## src/rtl/gb_cart_pkg.sv

```systemverilog
// Shared cartridge-mapper definitions: RAM size codes, address-region
// decode constants, bank register widths and the ROM bank mask helper.
package gb_cart_pkg;

    localparam int unsigned ROM_AW_DEF = 21;
    localparam int unsigned RAM_AW_DEF = 15;
    localparam int unsigned ROM_BANK_W = 7;
    localparam int unsigned BANK1_W    = 5;
    localparam int unsigned BANK2_W    = 2;
    localparam int unsigned RAM_ADDR_W = 15;

    // Header byte 0x149 encodings
    localparam logic [1:0] RAM_SIZE_NONE = 2'd0;
    localparam logic [1:0] RAM_SIZE_2K   = 2'd1;
    localparam logic [1:0] RAM_SIZE_8K   = 2'd2;
    localparam logic [1:0] RAM_SIZE_32K  = 2'd3;

    // cart_addr[15:13] value of the external RAM window (0xA000-0xBFFF)
    localparam logic [2:0] REGION_RAM = 3'b101;

    // Control-space register select, cart_addr[14:13]
    localparam logic [1:0] REG_RAM_EN = 2'd0;
    localparam logic [1:0] REG_BANK1  = 2'd1;
    localparam logic [1:0] REG_BANK2  = 2'd2;
    localparam logic [1:0] REG_MODE   = 2'd3;

    // Low nibble that unlocks cart RAM
    localparam logic [3:0] RAM_EN_KEY = 4'hA;

    // Bank mask for a ROM of (2 << rom_size) banks; out-of-range sizes saturate to all ones.
    function automatic logic [ROM_BANK_W-1:0] rom_mask(input logic [2:0] rom_size);
        logic [7:0] banks;
        banks = 8'(8'd2 << rom_size);
        return ROM_BANK_W'(banks - 8'd1);
    endfunction

endpackage

```

## src/rtl/cart_mbc1.sv

```systemverilog
// MBC1 cartridge mapper.
// Decodes CPU writes to 0x0000-0x7FFF into bank/mode/RAM-enable registers and
// translates CPU addresses into physical ROM and cart-RAM addresses.
// Ports:
//   clk, reset            system clock, synchronous active-high reset
//   mbc_en                1 = MBC1 cart, 0 = plain ROM cart
//   rom_size, ram_size    cartridge header size codes
//   cart_addr/rd/wr/di/do CPU-side cartridge bus (cart_do is combinational)
//   rom_addr, rom_rd, rom_q         physical ROM interface
//   ram_addr, ram_wr, ram_di, ram_q physical cart-RAM interface
//   ram_dirty, dirty_clr            battery-save dirty flag and its clear
module cart_mbc1
    import gb_cart_pkg::*;
#(
    parameter int unsigned ROM_AW = ROM_AW_DEF,
    parameter int unsigned RAM_AW = RAM_AW_DEF
) (
    input  logic              clk,
    input  logic              reset,
    input  logic              mbc_en,
    input  logic [2:0]        rom_size,
    input  logic [1:0]        ram_size,
    input  logic [15:0]       cart_addr,
    input  logic              cart_rd,
    input  logic              cart_wr,
    input  logic [7:0]        cart_di,
    output logic [7:0]        cart_do,
    output logic [ROM_AW-1:0] rom_addr,
    output logic              rom_rd,
    input  logic [7:0]        rom_q,
    output logic [RAM_AW-1:0] ram_addr,
    output logic              ram_wr,
    output logic [7:0]        ram_di,
    input  logic [7:0]        ram_q,
    output logic              ram_dirty,
    input  logic              dirty_clr
);

    logic                  ram_en;
    logic [BANK1_W-1:0]    bank1;
    logic [BANK2_W-1:0]    bank2;
    logic                  mode;
    logic                  wr_d;

    logic                  wr_stb;
    logic                  in_rom;
    logic                  in_ram_win;
    logic                  ram_ok;
    logic                  reg_wr;
    logic [ROM_BANK_W-1:0] rom_bank;
    logic [20:0]           rom_addr_full;
    logic [BANK2_W-1:0]    ram_bank;
    logic [RAM_ADDR_W-1:0] ram_mask;
    logic [RAM_ADDR_W-1:0] ram_addr_full;

    // Write-strobe edge detect, region decode, address translation and read mux
    always_comb begin
        wr_stb        = cart_wr & ~wr_d & ~reset;
        in_rom        = ~cart_addr[15];
        in_ram_win    = (cart_addr[15:13] == REGION_RAM);
        ram_ok        = mbc_en & ram_en & (ram_size != RAM_SIZE_NONE);
        reg_wr        = wr_stb & mbc_en & in_rom;

        rom_bank      = '0;
        if (cart_addr[14]) begin
            rom_bank = {bank2, bank1};
        end else if (mode) begin
            rom_bank = {bank2, BANK1_W'(0)};
        end

        if (mbc_en) begin
            rom_addr_full = {rom_bank & rom_mask(rom_size), cart_addr[13:0]};
        end else begin
            rom_addr_full = {6'b0, cart_addr[14:0]};
        end

        // Upper RAM bank bits only exist on 32 KB carts in mode 1
        ram_bank      = (mode && (ram_size == RAM_SIZE_32K)) ? bank2 : BANK2_W'(0);
        case (ram_size)
            RAM_SIZE_2K:  ram_mask = 15'h07FF;
            RAM_SIZE_8K:  ram_mask = 15'h1FFF;
            RAM_SIZE_32K: ram_mask = 15'h7FFF;
            default:      ram_mask = 15'h0000;
        endcase
        ram_addr_full = {ram_bank, cart_addr[12:0]} & ram_mask;

        cart_do       = 8'hFF;
        if (in_rom) begin
            cart_do = rom_q;
        end else if (in_ram_win && ram_ok) begin
            cart_do = ram_q;
        end

        rom_addr      = ROM_AW'(rom_addr_full);
        rom_rd        = cart_rd & in_rom;
        ram_addr      = RAM_AW'(ram_addr_full);
        ram_wr        = wr_stb & in_ram_win & ram_ok;
        ram_di        = cart_di;
    end

    // Bank registers, write-edge history and dirty flag
    always_ff @(posedge clk) begin
        if (reset) begin
            ram_en    <= 1'b0;
            bank1     <= BANK1_W'(1);
            bank2     <= '0;
            mode      <= 1'b0;
            wr_d      <= 1'b0;
            ram_dirty <= 1'b0;
        end else begin
            wr_d <= cart_wr;
            if (reg_wr) begin
                case (cart_addr[14:13])
                    REG_RAM_EN: ram_en <= (cart_di[3:0] == RAM_EN_KEY);
                    // Bank 0 is unreachable in the upper window; it aliases to 1
                    REG_BANK1:  bank1  <= (cart_di[4:0] == 5'd0) ? BANK1_W'(1) : cart_di[4:0];
                    REG_BANK2:  bank2  <= cart_di[1:0];
                    REG_MODE:   mode   <= cart_di[0];
                    default:    ;
                endcase
            end
            // A write landing together with a clear keeps the flag set
            if (ram_wr) begin
                ram_dirty <= 1'b1;
            end else if (dirty_clr) begin
                ram_dirty <= 1'b0;
            end
        end
    end

endmodule

```

## config.mk

```make
export PLATFORM = sky130hd
export DESIGN_NAME = cart_mbc1
export DESIGN_NICKNAME = d
export VERILOG_FILES = /design/src/rtl/gb_cart_pkg.sv /design/src/rtl/cart_mbc1.sv
export SDC_FILE = /design/constraint.sdc
export NUM_CORES = 1
export LEC_CHECK = 0
export BUFFER_PORTS_ARGS = -buffer_cell sky130_fd_sc_hd__buf_2
export CORE_MARGIN = 3
export CORE_UTILIZATION = 36
export DETAILED_ROUTE_END_ITERATION = 10
export GPL_TIMING_DRIVEN = 1
export PLACE_DENSITY = 0.86
export SYNTH_ARGS = -nofsm -noshare
export SYNTH_HDL_FRONTEND = slang
export SYNTH_SLANG_ARGS = --single-unit
```

## constraint.sdc

```tcl
create_clock -name clk -period 3.3 [get_ports clk]
set_input_delay 0.66 -clock clk [delete_from_list [all_inputs] [get_ports clk]]
set_output_delay 0.66 -clock clk [all_outputs]
set_load 0.005 [all_outputs]
```

==> flow_summary.yaml <==
outcome:
  outcome: "finished, final reports clean"
synthesis:
  async_reset_ff_frac: 0
  yosysWarnings: 0
  yosysTopAreaCell: "dfxtp_1"
  synth.distinct_cells: 41
  synth_area_leaders: "dfxtp_1, buf_4, nor2b_1, o22a_1, nand3_1"
  synth_edf_count: 0
  yosys_most_used_dff: "dfxtp_1"
  synthMostInstantiatedCell: "buf_4"
  syn_area_um2: 1065
  ys_ff_latch: 11
  synth_top_cell_area_share: 0.2068
  syn_nets: 181
  ys_seq_area_frac: 0.2068
  netlist_top_cells_count: "buf_4, nor2b_1, dfxtp_1"
  netlist_instances: 129
  syn_avg_cell_area_um2: 8.254
sta:
  fmax_mhz: 318.8
  worstMarginPinSlew_ns: 0.7097
  finalCritPeriodShare: 0.9504
  slew_headroom: 0.5256
  rsz0062_at_grt: "no"
  setup_tns_ns: 0
  final.min_clock_period_ns: 3.136
  slew_viol_final: 0
  fin_skew_ns: 0.005819
  setup_violations: 0
  hold_violations: 0
route:
  drt_iter0_markers: 17
  drt_wl_total_mm: 2.708
  ant_nets: 0
  viasPerCell: 5.127
  wl_per_cell_um: 11.43
  vias: 1215
  drc_errors: 0
  dr.pass1.iters: 4
floorplan:
  ios: 106
  core-area_um2: 2781
  initial_core_util: 0.3828
  num_rows: 19
  dieArea_um2: 3646
  die-width_um: 60.39
  die_height_um: 60.39
clock_network:
  cts_made_buffers: 3
  cts_tree: "yes"
  root_buffer: "clkbuf_4"
  cts.sinks: 11
  post_cts_resized: 0
  hold_buffers: 0
  insertion_delay_ns: 0.28
  h-tree-depth: 1
  clk_pin_slew_ns: 0.07
  clockBufferDepth: 2
  postCtsSetupBuffers: 0
final_layout:
  syn_to_final_growth_pct: 34.31
  antennaDiodeCount: 0
  multiInputGateArea_um2: 626.9
  layout-drive-gt1-share: 0.5485
  design_area_um2: 1430
  nNetsFinal: 259
  seqCellArea_um2: 220.2
  final_util: 0.5142
  nFillCells: 262
power_and_ir_drop:
  p_seq_frac: 0.399
  power_switching_share: 0.2985
  p_total_uw: 338.8
  peakVddDrop_mv: 0.2054
  p_per_area_nw_per_um2: 236.9
  power.clock.fraction: 0.280
  intPower_uw: 237.7
  leakagePower_nw: 0.7376
  combPwrFrac: 0.321
  p_sw_uw: 101.1
global_route:
  grt_max_degree: 13
  grt_pass1_vias: 959
  antenna_found_initial: 0
  grt_pass1_wl_mm: 4.036
  grt_overflow: 0
  grtUsageTotal: 0.1457
setup_path:
  crit_path_start: "rom_size[2]"
  cp.required_ns: 2.64
  crit_path_end_kind: "output pin"
  crit_type: "input port to output pin"
  cp_max_fo: 7
  worstPathArrival_ns: 2.48
  worstSetupStartpointType: "input port"
  reg2reg_from: "wr_d"
flow_run:
  max_cap_viol_count: 0
worst_hold_path:
  hp-start: "bank1[1]"
  hp-class: "flop to flop"
placement:
  portBuffers: 99
  placed_area_um2: 1404
  hpwl_mm: 2.238
  routabilityCongestion: 0.7963
==> sequential cells by signal, summed over array words and instances (netlist names) <==
signal,count
wr_d,1
ram_en,1
bank1,5
ram_dirty,1
bank2,2
mode,1
==> path summary, 6_finish.rpt <==
kind         cells after the start            to  slack (ns)
max                              6  rom_addr[19]        0.16
min                              2      bank1[1]        0.48
max reg2reg                      3        ram_en        1.87
min reg2reg                      2      bank1[1]        0.48
==> power by group through the flow <==
stage               Clock, mW  Combinational [mW]  Sequential, mW
finish                 0.0949               0.109           0.135
global route            0.103               0.123           0.135
CTS                    0.0983               0.110           0.135
detailed placement          0               0.110           0.138
global placement            0               0.108           0.138
floorplan                   0              0.0636           0.138
==> layer usage <==
| metal | vias to the layer above | wire [um] | track usage |
|---|---|---|---|
| met5 | - | 0 | 0 |
| met4 | 0 | 46 | 0.07595 |
| met3 | 5 | 342 | 0.02340 |
| met2 | 72 | 1252 | 0.2330 |
| met1 | 537 | 1066 | 0.1882 |
| li1 | 601 | - | - |
==> layout make-up <==
type | count | area share
tap | 31 | 0.02712
timing repair buffer | 100 | 0.3517
clock buffer | 4 | 0.01837
sequential | 11 | 0.1540
multi-input combinational | 87 | 0.4383
inverter | 4 | 0.01050
==> logic make-up after synthesis <==
family,Yosys count,share of synthesized area
AND/OR/NAND/NOR,56,0.3466
flip-flops,11,0.2068
AO/OA/AOI/OAI,29,0.2221
XOR/XNOR,1,0.008227
buffers and inverters,31,0.2045
adder cells (fa/ha/maj),1,0.01175
==> per-stage QoR <==
stage,hold slack (ns),cells,worst slack (ns)
after global placement,0.4636,233,0.2029
final,0.4799,237,0.1637
after CTS,0.4803,237,0.1453
after detailed placement,0.4687,233,0.1473
after floorplan,0.4458,129,0.4695
after global routing,0.4977,237,0.02331
==> placed cells by master, fill, tap and decap left out, types with 4 or more instances in the layout <==
cell type	n
nor2b_1	12
nand2_1	8
buf_2	99
nor2_1	4
o22a_1	8
inv_1	4
dfxtp_1	11
o21ai_0	6
a21oi_1	6
nand3_1	9
==> worst max-delay path, stage by stage <==
cell and delay, ns:
buf_2 0.13, or3_1 0.39, ha_1 0.24, or4b_2 0.61
a311oi_1 0.28, buf_2 0.16
No activity file was read; power rests on OpenSTA's default activity.
